`config.mk`:
```
export PLATFORM = sky130hd
export DESIGN_NAME = scan_sequencer
export DESIGN_NICKNAME = d
export VERILOG_FILES = /design/src/rtl/scan_sequencer.sv
export SDC_FILE = /design/constraint.sdc
export NUM_CORES = 1
export LEC_CHECK = 0
export BUFFER_PORTS_ARGS = -buffer_cell sky130_fd_sc_hd__buf_2
export CELL_PAD_IN_SITES_DETAIL_PLACEMENT = 1
export CELL_PAD_IN_SITES_GLOBAL_PLACEMENT = 1
export CORE_MARGIN = 3
export CORE_UTILIZATION = 35
export DETAILED_ROUTE_END_ITERATION = 16
export PLACE_DENSITY = 0.8
export SYNTH_ARGS = -nofsm -noshare
export SYNTH_HDL_FRONTEND = slang
export SYNTH_SLANG_ARGS = --single-unit
```
`constraint.sdc`:
```
create_clock -name clk -period 7.2 [get_ports clk]
set_input_delay 1.44 -clock clk [delete_from_list [all_inputs] [get_ports clk]]
set_output_delay 1.44 -clock clk [all_outputs]
set_load 0.01 [all_outputs]
```
`src/rtl/scan_sequencer.sv`:
```
// scan_sequencer: free-running scan timebase, scan-start edge qualification,
// LTR/RTL direction tracking and per-direction averaged full-line lengths.
module scan_sequencer #(
  parameter int          AVG_SHIFT  = 3,
  parameter int          MIN_SCAN   = 1000,
  parameter int          MAX_SCAN   = 2000000,
  parameter int          LOCK_COUNT = 4,
  // Reset value of the timestamp; leave at zero in the system, a non-zero
  // value lets a simulation reach the 32-bit wrap quickly.
  parameter logic [31:0] TIME_INIT  = 32'h0
) (
  input  logic        clk,
  input  logic        reset,
  input  logic        enable,
  input  logic        scan_edge_in,
  output logic [31:0] sig_time,
  output logic        sync_start,
  output logic        dir,
  output logic [31:0] afll_ltr,
  output logic [31:0] afll_rtl,
  output logic        locked,
  output logic        scan_fault
);

  localparam int            CW       = $clog2(LOCK_COUNT + 1);
  localparam logic [CW-1:0] GOOD_MAX = CW'(LOCK_COUNT);
  localparam logic [31:0]   MIN_T    = 32'(MIN_SCAN);
  localparam logic [31:0]   MAX_T    = 32'(MAX_SCAN);

  typedef enum logic [1:0] {ST_IDLE, ST_WAIT_FIRST, ST_SCAN} state_t;

  state_t        state_q, state_d;
  logic [31:0]   sig_time_q, sig_time_d;
  logic [31:0]   start_time_q, start_time_d;
  logic          edge_prev_q, edge_prev_d;
  logic          dir_q, dir_d;
  logic [31:0]   afll_ltr_q, afll_ltr_d;
  logic [31:0]   afll_rtl_q, afll_rtl_d;
  logic [1:0]    seeded_q, seeded_d;
  logic [CW-1:0] good_cnt_q, good_cnt_d;
  logic          locked_q, locked_d;
  logic          sync_start_q, sync_start_d;
  logic          scan_fault_q, scan_fault_d;

  logic               scan_edge;
  logic [31:0]        elapsed;
  logic [31:0]        avg_cur;
  logic [31:0]        avg_new;
  logic signed [32:0] diff_s;
  logic signed [32:0] avg_sum;
  logic [32:0]        abs_diff;
  logic               in_tol;
  logic [31:0]        upd_avg;
  logic               upd_good;
  logic               unused_sum_msb;

  // Datapath: elapsed time, deviation from the running average, tolerance and EMA step.
  always_comb begin
    scan_edge = scan_edge_in & ~edge_prev_q;
    elapsed   = sig_time_q - start_time_q;
    avg_cur   = dir_q ? afll_rtl_q : afll_ltr_q;
    diff_s    = $signed({1'b0, elapsed}) - $signed({1'b0, avg_cur});
    abs_diff  = diff_s[32] ? $unsigned(-diff_s) : $unsigned(diff_s);
    in_tol    = abs_diff <= {3'b000, avg_cur[31:2]};
    avg_sum   = $signed({1'b0, avg_cur}) + (diff_s >>> AVG_SHIFT);
    avg_new   = avg_sum[31:0];
  end

  // The sum's sign bit is dropped on purpose: the average truncates to 32 bits.
  assign unused_sum_msb = avg_sum[32];

  // Next-state logic: sequencer FSM, average update, lock tracking and pulses.
  always_comb begin
    state_d      = state_q;
    sig_time_d   = sig_time_q + 32'd1;
    start_time_d = start_time_q;
    edge_prev_d  = scan_edge_in;
    dir_d        = dir_q;
    afll_ltr_d   = afll_ltr_q;
    afll_rtl_d   = afll_rtl_q;
    seeded_d     = seeded_q;
    good_cnt_d   = good_cnt_q;
    locked_d     = locked_q;
    sync_start_d = 1'b0;
    scan_fault_d = 1'b0;
    upd_avg      = avg_new;
    upd_good     = in_tol;

    if (!enable) begin
      // Disable wins over any same-cycle edge; averages and seeds are kept.
      state_d    = ST_IDLE;
      dir_d      = 1'b0;
      locked_d   = 1'b0;
      good_cnt_d = '0;
    end else begin
      case (state_q)
        ST_IDLE: state_d = ST_WAIT_FIRST;

        ST_WAIT_FIRST: begin
          if (scan_edge) begin
            start_time_d = sig_time_q;
            sync_start_d = 1'b1;
            state_d      = ST_SCAN;
          end
        end

        ST_SCAN: begin
          if (scan_edge && (elapsed >= MIN_T)) begin
            // Accepted scan: the finished direction is the old dir.
            sync_start_d = 1'b1;
            start_time_d = sig_time_q;
            dir_d        = ~dir_q;
            if (!seeded_q[dir_q]) begin
              upd_avg  = elapsed;
              upd_good = 1'b1;
            end
            seeded_d[dir_q] = 1'b1;
            if (dir_q) afll_rtl_d = upd_avg;
            else       afll_ltr_d = upd_avg;
            if (upd_good) begin
              if (good_cnt_q != GOOD_MAX) good_cnt_d = good_cnt_q + CW'(1);
              locked_d = (good_cnt_d == GOOD_MAX);
            end else begin
              good_cnt_d = '0;
              locked_d   = 1'b0;
            end
          end else if (elapsed == MAX_T) begin
            // No usable edge within the window: restart from the first edge.
            scan_fault_d = 1'b1;
            locked_d     = 1'b0;
            good_cnt_d   = '0;
            dir_d        = 1'b0;
            state_d      = ST_WAIT_FIRST;
          end
        end

        default: state_d = ST_IDLE;
      endcase
    end
  end

  // State and registered outputs.
  always_ff @(posedge clk) begin
    if (reset) begin
      state_q      <= ST_IDLE;
      sig_time_q   <= TIME_INIT;
      start_time_q <= 32'd0;
      edge_prev_q  <= 1'b0;
      dir_q        <= 1'b0;
      afll_ltr_q   <= 32'd0;
      afll_rtl_q   <= 32'd0;
      seeded_q     <= 2'b00;
      good_cnt_q   <= '0;
      locked_q     <= 1'b0;
      sync_start_q <= 1'b0;
      scan_fault_q <= 1'b0;
    end else begin
      state_q      <= state_d;
      sig_time_q   <= sig_time_d;
      start_time_q <= start_time_d;
      edge_prev_q  <= edge_prev_d;
      dir_q        <= dir_d;
      afll_ltr_q   <= afll_ltr_d;
      afll_rtl_q   <= afll_rtl_d;
      seeded_q     <= seeded_d;
      good_cnt_q   <= good_cnt_d;
      locked_q     <= locked_d;
      sync_start_q <= sync_start_d;
      scan_fault_q <= scan_fault_d;
    end
  end

  assign sig_time   = sig_time_q;
  assign sync_start = sync_start_q;
  assign dir        = dir_q;
  assign afll_ltr   = afll_ltr_q;
  assign afll_rtl   = afll_rtl_q;
  assign locked     = locked_q;
  assign scan_fault = scan_fault_q;

endmodule

```
== Word level (Yosys, flattened, before mapping) ==
Index checks and enable logic that the tools add are counted.
Widths: inputs -> output; s select.

* Flip-flop bits (word level): 140
* Bits of input ports: 4
* Output and inout port bits: 100

* Add/sub/neg operators: 6
* $lt $le $gt $ge: 4
* Equality and inequality tests: 9
* Muxes and demuxes: 34
* Bitwise gates (word level): 6
* Reduce and logical (&&, ||, !) cells: 13

{| class="wikitable"
|+ Operator list
! kind !! number
|-
| $mux 32 || 4
|-
| $pmux 32 s2 || 1
|-
| $le 33x30->1 || 1
|-
| $mux 33 || 1
|-
| $neg 33->33 || 1
|-
| $sub 32x32->33 || 1
|-
| $add 32x1->32 const B || 1
|-
| $add 32x30->32 || 1
|-
| $eq 32x21->1 const B || 1
|-
| $ge 32x10->1 const B || 1
|-
| $sub 32x32->32 || 1
|-
| $mux 3 || 8
|-
| $mux 1 || 14
|-
| $reduce_and 4->1 || 3
|-
| $ne 2x2->1 const B || 4
|-
| $mux 2 || 3
|-
| $pmux 2 s3 || 1
|-
| $reduce_and 3->1 || 2
|-
| $not 1->1 || 4
|-
| $reduce_bool 2->1 || 2
|-
| $reduce_or 4->1 || 1
|-
| $add 3x1->3 const B || 1
|-
| $eq 3x3->1 const B || 1
|-
| $ne 3x3->1 const B || 1
|-
| other kinds (12) || 13
|}

== Depth between registers and ports, before layout ==
* Depth after elaboration: 16
* Gate-level depth with buffers: 41

== Worst setup path before layout ==
OpenSTA, ideal clock, no wires.

* Path kind: register to register
* Start: register dir_q (netlist: dir)
* End: register good_cnt_q[2]
* Library setup time: 0.070 ns
* Arrival: 7.670 ns
* Required time: 7.130 ns
* Slack: -0.539 ns
* Cell stages (with the launch flop): 37
* Buffers on the path: 4
* Clock period less this slack: 7.739 ns
* Cells stage by stage: dfxtp_1 > clkbuf_1 > buf_1 > buf_1 > mux2i_1 > ha_1 > a21o_1 > a31o_1 > or3_1 > o21ai_2 > o21ai_1 > maj3_2 > a211oi_2 > nor2_1 > a221oi_1 > a21oi_1 > a31o_2 > clkbuf_1 > nor2_1 > a21oi_1 > ha_1 > nor2b_1 > o21a_1 > o21a_1 > o21a_1 > o21a_1 > o21a_1 > o21a_1 > o21a_1 > o21ai_0 > o211ai_1 > nand2_1 > a21oi_1 > a2111oi_0 > o311a_2 > nand2_1 > a21oi_1

* Cells in the longest elaborated chain, start to end: 11
* Elaborated cells on any way between the ends: 13
* Those cells by class: add/sub: 2; order compare: 1; mux: 10

{| class="wikitable"
|+ RTL lines
! element !! line !! RTL
|-
| start, declared || 36 || <nowiki>logic dir_q, dir_d;</nowiki>
|-
| start signal, assigned || 162 || <nowiki>dir_q <= dir_d;</nowiki>
|-
| $mux 32 || 61 || <nowiki>avg_cur = dir_q ? afll_rtl_q : afll_ltr_q;</nowiki>
|-
| $sub 32x32->33 || 62 || <nowiki>diff_s = $signed({1'b0, elapsed}) - $signed({1'b0, avg_cur});</nowiki>
|-
| $neg 33->33 || 63 || <nowiki>abs_diff = diff_s[32] ? $unsigned(-diff_s) : $unsigned(diff_s);</nowiki>
|-
| $mux 33 || 63 ||
|-
| $le 33x30->1 || 64 || <nowiki>in_tol = abs_diff <= {3'b000, avg_cur[31:2]};</nowiki>
|-
| $mux 1 (*) || 113 || <nowiki>if (!seeded_q[dir_q]) begin</nowiki>
|-
| $mux 1 (*) || 108 || <nowiki>if (scan_edge && (elapsed >= MIN_T)) begin</nowiki>
|-
| $mux 1 (*) || 96 || <nowiki>case (state_q)</nowiki>
|-
| $mux 1 (*) || 89 || <nowiki>if (!enable) begin</nowiki>
|-
| $mux 3 (*) || 120 || <nowiki>if (upd_good) begin</nowiki>
|-
| $mux 3 (*) || 108 ||
|-
| end signal, assigned || 166 || <nowiki>good_cnt_q <= good_cnt_d;</nowiki>
|-
| end, declared || 40 || <nowiki>logic [CW-1:0] good_cnt_q, good_cnt_d;</nowiki>
|}

Every way passes the cells marked *; elsewhere a longest branch is shown, timed or not. The select of a mux whose other input is x is not followed.
A chain may end at the register's enable or synchronous reset.

== Worst setup path in the final report ==
* Start: register sig_time_q[0] (netlist: sig_time[0])
* End: register good_cnt_q[2]

* Cells in the longest elaborated chain, start to end: 11
* Elaborated cells on any way between the ends: 16
* Those cells by class: add/sub: 3; order compare: 2; eq/ne: 1; mux: 7; reduce/logical: 3

{| class="wikitable"
|+ RTL lines
! element !! line !! RTL
|-
| start, declared || 33 || <nowiki>logic [31:0] sig_time_q, sig_time_d;</nowiki>
|-
| start signal, assigned || 159 || <nowiki>sig_time_q <= sig_time_d;</nowiki>
|-
| $sub 32x32->32 (*) || 60 || <nowiki>elapsed = sig_time_q - start_time_q;</nowiki>
|-
| $sub 32x32->33 || 62 ||
|-
| $neg 33->33 || 63 ||
|-
| $mux 33 || 63 ||
|-
| $le 33x30->1 || 64 ||
|-
| $mux 1 || 113 ||
|-
| $mux 1 || 108 ||
|-
| $mux 1 || 96 ||
|-
| $mux 1 || 89 ||
|-
| $mux 3 || 120 ||
|-
| $mux 3 || 108 ||
|}

Marks and branches as above.

==> impl_summary.md <==
Clock tree
The tree is rooted in a sky130_fd_sc_hd__clkbuf_16. The sink count of the clock tree is 140. The clock tree synthesis step divided the H-tree into 4 levels. Counting along the longest clock path gives a buffer depth of 2. Counting the buffers created by CTS gives 17. TritonCTS built the clock tree. The clock-pin slew on the worst setup and hold paths is about 0.060 ns. The later-pin clock latency in the skew report is around 0.45 ns.

Timing
In the finished design, the share of the clock period the worst path needs comes to 102.0%. The final critical delay including setup and external delays is approximately 7.3 ns. For the pin with the worst max-slew slack, the measured transition is between 0.8 and 0.9 ns. The count of final hold-check violations is 0.

Setup violations remaining at the end of the flow were counted as 4. Setup repair after global routing could not meet its margin everywhere. The worst max-slew margin expressed relative to the limit is about 46%. Derived from the worst setup path, the maximum achievable clock frequency is 136.1 MHz. Setup slack on the critical path of the routed design comes to -0.1457 ns. Clock skew on the completed layout was measured at between 0.01 and 0.015 ns.

The final number of max-transition violations was 0.

Logic synthesis
The count of flip-flops with a built-in enable after synthesis is 0. The most numerous cell in the Yosys netlist is sky130_fd_sc_hd__nor2_1. The number of storage elements in the synthesis netlist is 140. The total standard cell area after synthesis is roughly 12000 µm².

The cell type with the highest aggregate area in the netlist is sky130_fd_sc_hd__dfxtp_1. The synthesized instance count is ~1600. The net count of the mapped netlist is approximately 1700. The fraction of synthesized cell area taken by the top area cell type is 22.77%.

Of the synthesized area, sequential elements account for approximately 23%. For this run, the number of Yosys warnings is 0. The most instantiated flip-flop cell in the synthesis netlist is sky130_fd_sc_hd__dfxtp_1. Counting flops with an async set or reset pin after synthesis yields a share of 0%. The mean instance size in the synthesized netlist is ~7.7 µm². After synthesis, the most frequently instantiated cells are 257 x sky130_fd_sc_hd__nor2_1, 140 x sky130_fd_sc_hd__dfxtp_1, 128 x sky130_fd_sc_hd__ha_1, 106 x sky130_fd_sc_hd__inv_1, 105 x sky130_fd_sc_hd__a21oi_1. After synthesis, the cell types taking the most area are sky130_fd_sc_hd__dfxtp_1 23%, sky130_fd_sc_hd__ha_1 13%, sky130_fd_sc_hd__nor2_1 7.8%. Synthesis instantiated 87 different standard cells from the library.

Placed design
The worst setup slack after placement is -0.2241 ns. Counting tap cells, the placed design contains a total of roughly 2300 instances. The HPWL after detailed placement is between 30000 and 40000 µm. The count of port buffers added during placement is between 100 and 150.

The placer's final routability congestion estimate is between 0.9 and 1.

Global routing
The initial antenna violation count was 0. Global routing finished with a remaining overflow of 0. The via count of the first global-routing pass came to 13630. The pin count of the biggest net entering global routing is 77. The wire length of the first global-routing pass is 70840 µm. The global routing usage summed across all routing layers is roughly 23%.

Floorplanning
The number of primary I/O pins is around 100. The floorplan die area is 37460 µm². Measured along the y axis, the die boundary spans between 150 and 200 µm. Once the floorplan was initialized, standard cells occupied about 36% of the core. In this run the horizontal extent of the chip is about 190 µm. In this run the standard cell core region covers roughly 35000 µm². The site row count is slightly below 70.

Worst setup path
The setup slack of the most critical reg-to-reg path is -0.15 ns. The worst-case reg-to-reg path depth is 36. The worst setup path is captured at a flip-flop. The most frequent cell on the critical path is sky130_fd_sc_hd__o21ai_0. The highest fanout seen on the critical path is 20. In this run the critical register-to-register path is captured at good_cnt_q[2]. STA puts the critical path data required time at roughly 7.6 ns.

By startpoint and endpoint, the worst setup path is classified as flip-flop to flip-flop. The data arrival time of the critical path is 7.74 ns. The launch point of the worst reg-to-reg path is sig_time[0].

The slowest stage of the critical path is the sky130_fd_sc_hd__a221oi_2 cell. The largest incremental delay on the critical path is roughly 0.37 ns. The startpoint kind of the worst setup timing path is a flip-flop.

Route
The detailed-route via count is ~13000. The average routed wire per standard cell is about 19 µm. Dividing the detail-routed via count by the number of cells gives between 5 and 6. The routed wire length is 44520 µm. The pre-antenna-repair detailed-routing pass consisted of 6 iterations.

The total DRC errors in the routed layout is 0. The count of nets left with antenna violations once routing finished came out at 0. The number of design-rule violations left by the first detailed-router iteration is approximately 590.

Cells and area
The number of antenna diodes in the final layout is 0. Registers take 2813 µm². The area of combinational cells with multiple inputs is 9328 µm². The share of post-route cells with drive strength above 1 is 23.59%.

The post-layout instance count excluding filler cells is ~2300. The layout has between 4000 and 5000 filler cells. The core utilization of the finished layout is between 40% and 50%.

Relative to the synthesized area, the layout overhead comes to 27.20%. The number of nets at the end of the flow is 1983.

Worst hold path
The worst hold path begins at afll_ltr[2]. For hold timing, the worst endpoint is afll_ltr[2]. The min-delay analysis places its worst path in the category flip-flop to flip-flop. Along the worst hold path, the cell count comes to 2.

Outcome
The final reports fail on negative setup slack. The flow ran to the end, but the final reports show violations.

Job
The number of max-cap violations is 0.

Power and ir drop
The power per cell area is about 280 nW/µm². IR analysis of the VDD net gives a maximum drop of roughly 0.23 mV. The leakage dissipation is around 7.4 nW.
-- cell usage in the layout (no fill, tap or decap), drive strengths merged, types with 5 or more instances in the layout --
master | Yosys | final
buf | 19 | 295
nor2 | 257 | 257
dfxtp | 140 | 140
ha | 128 | 128
inv | 106 | 107
a21oi | 106 | 106
nand2 | 81 | 81
o21ai | 77 | 77
nor3 | 76 | 76
xnor2 | 76 | 76
mux2i | 70 | 70
xor2 | 56 | 56
a21o | 39 | 39
nand3 | 31 | 31
nand4 | 24 | 24
o21a | 24 | 24
clkbuf | 36 | 22
and3 | 21 | 21
o21bai | 17 | 17
nor2b | 17 | 17
nand2b | 16 | 16
o31ai | 13 | 13
o211ai | 12 | 12
nor4 | 11 | 11
a211oi | 11 | 11
and2 | 10 | 10
or3 | 9 | 9
or2 | 8 | 8
a31oi | 7 | 7
or4 | 6 | 6
mux2 | 5 | 5
-- metal layers --
metal | global-route usage, % | vias to the layer above | routed length (µm) | part of all wire, %
li1 | - | 6131 | - | -
met1 | 26.19 | 6243 | 18500 | 42
met2 | 42.50 | 240 | 22890 | 51
met3 | 3.204 | 100 | 1307 | 2.9
met4 | 9.563 | 0 | 1825 | 4.1
met5 | 0 | - | 0 | 0
-- registers in the layout (all words and copies together) (netlist names) --
| signal | count |
|---|---|
| dir | 1 |
| seeded_q | 2 |
| good_cnt_q | 3 |
| locked | 1 |
| sig_time | 32 |
| afll_rtl | 32 |
| start_time_q | 32 |
| edge_prev_q | 1 |
| sync_start | 1 |
| afll_ltr | 32 |
| state_q | 2 |
| scan_fault | 1 |
-- power breakdown --
group | internal (mW) | switching, mW
logic | 1.24 | 1.43
registers | 0.778 | 0.00275
clock network | 0.536 | 0.371
-- cell families (layout without fill, tap and decap cells) --
logic type	count (synthesis)	after routing	share of synthesized area, %
flops	140	140	22.77
mux	75	75	6.149
simple gates	583	583	22.30
buf+inv	161	433	5.224
fa+ha+maj	133	133	13.68
xor+xnor	135	135	10.06
compound gates	362	362	19.82
-- layout make-up --
cell class | count | share of cell area [%]
Clock buffer | 22 | 3.028
Clock inverter | 10 | 0.7271
Inverter | 106 | 2.541
Multi-Input combinational cell | 1288 | 59.57
Sequential cell | 140 | 17.96
Tap cell | 455 | 3.636
Timing Repair Buffer | 295 | 12.54
-- through the flow --
| step | hold slack (ns) | instance area [µm²] | setup TNS (ns) | total power [mW] |
|---|---|---|---|---|
| floorplan | 0.4396 | 12330 | 0 | 2.377 |
| global placement | 0.4620 | 14420 | -0.07112 | 3.017 |
| detailed placement | 0.4695 | 14420 | -0.7999 | 3.117 |
| CTS | 0.4799 | 15220 | -0.03013 | 4.152 |
| global route | 0.5144 | 15660 | -2.673 | 4.647 |
| finish | 0.4815 | 15660 | -0.3489 | 4.355 |
-- critical path, delay by kind of cell (launching register included) --
kind / cells / cell delay [ns]
buffers and inverters: 5 / 0.60
and+or+nand+nor: 3 / 0.52
AOI/OAI and AO/OA: 21 / 4.07
DFF: 1 / 0.32
xor gates and xnor gates: 2 / 0.39
adders and majority gates: 5 / 1.34
-- repair_timing --
| item | in CTS | in global routing |
|---|---|---|
| endpoints found under the setup margin | 8 | 21 |
| setup buffers | 14 | 14 |
| hold buffers | 0 | 0 |
| pin swaps | 14 | 22 |
| resized for setup | 23 | 67 |
| cloned | 0 | 0 |
-- worst max path at each step --
stage | slack, ns | cells after the start | startpoint | endpoint
2_1_floorplan | 0.008 | 40 | sig_time[0] | good_cnt_q[2]
6_report | -0.15 | 36 | sig_time[0] | good_cnt_q[2]
4_1_cts | -0.03 | 39 | start_time_q[1] | good_cnt_q[2]
3_3_place_gp | -0.07 | 39 | start_time_q[1] | good_cnt_q[2]
3_5_place_dp | -0.22 | 39 | start_time_q[1] | good_cnt_q[2]
5_1_grt | -0.56 | 37 | start_time_q[7] | good_cnt_q[2]
Power figures use the tool's default switching activity.
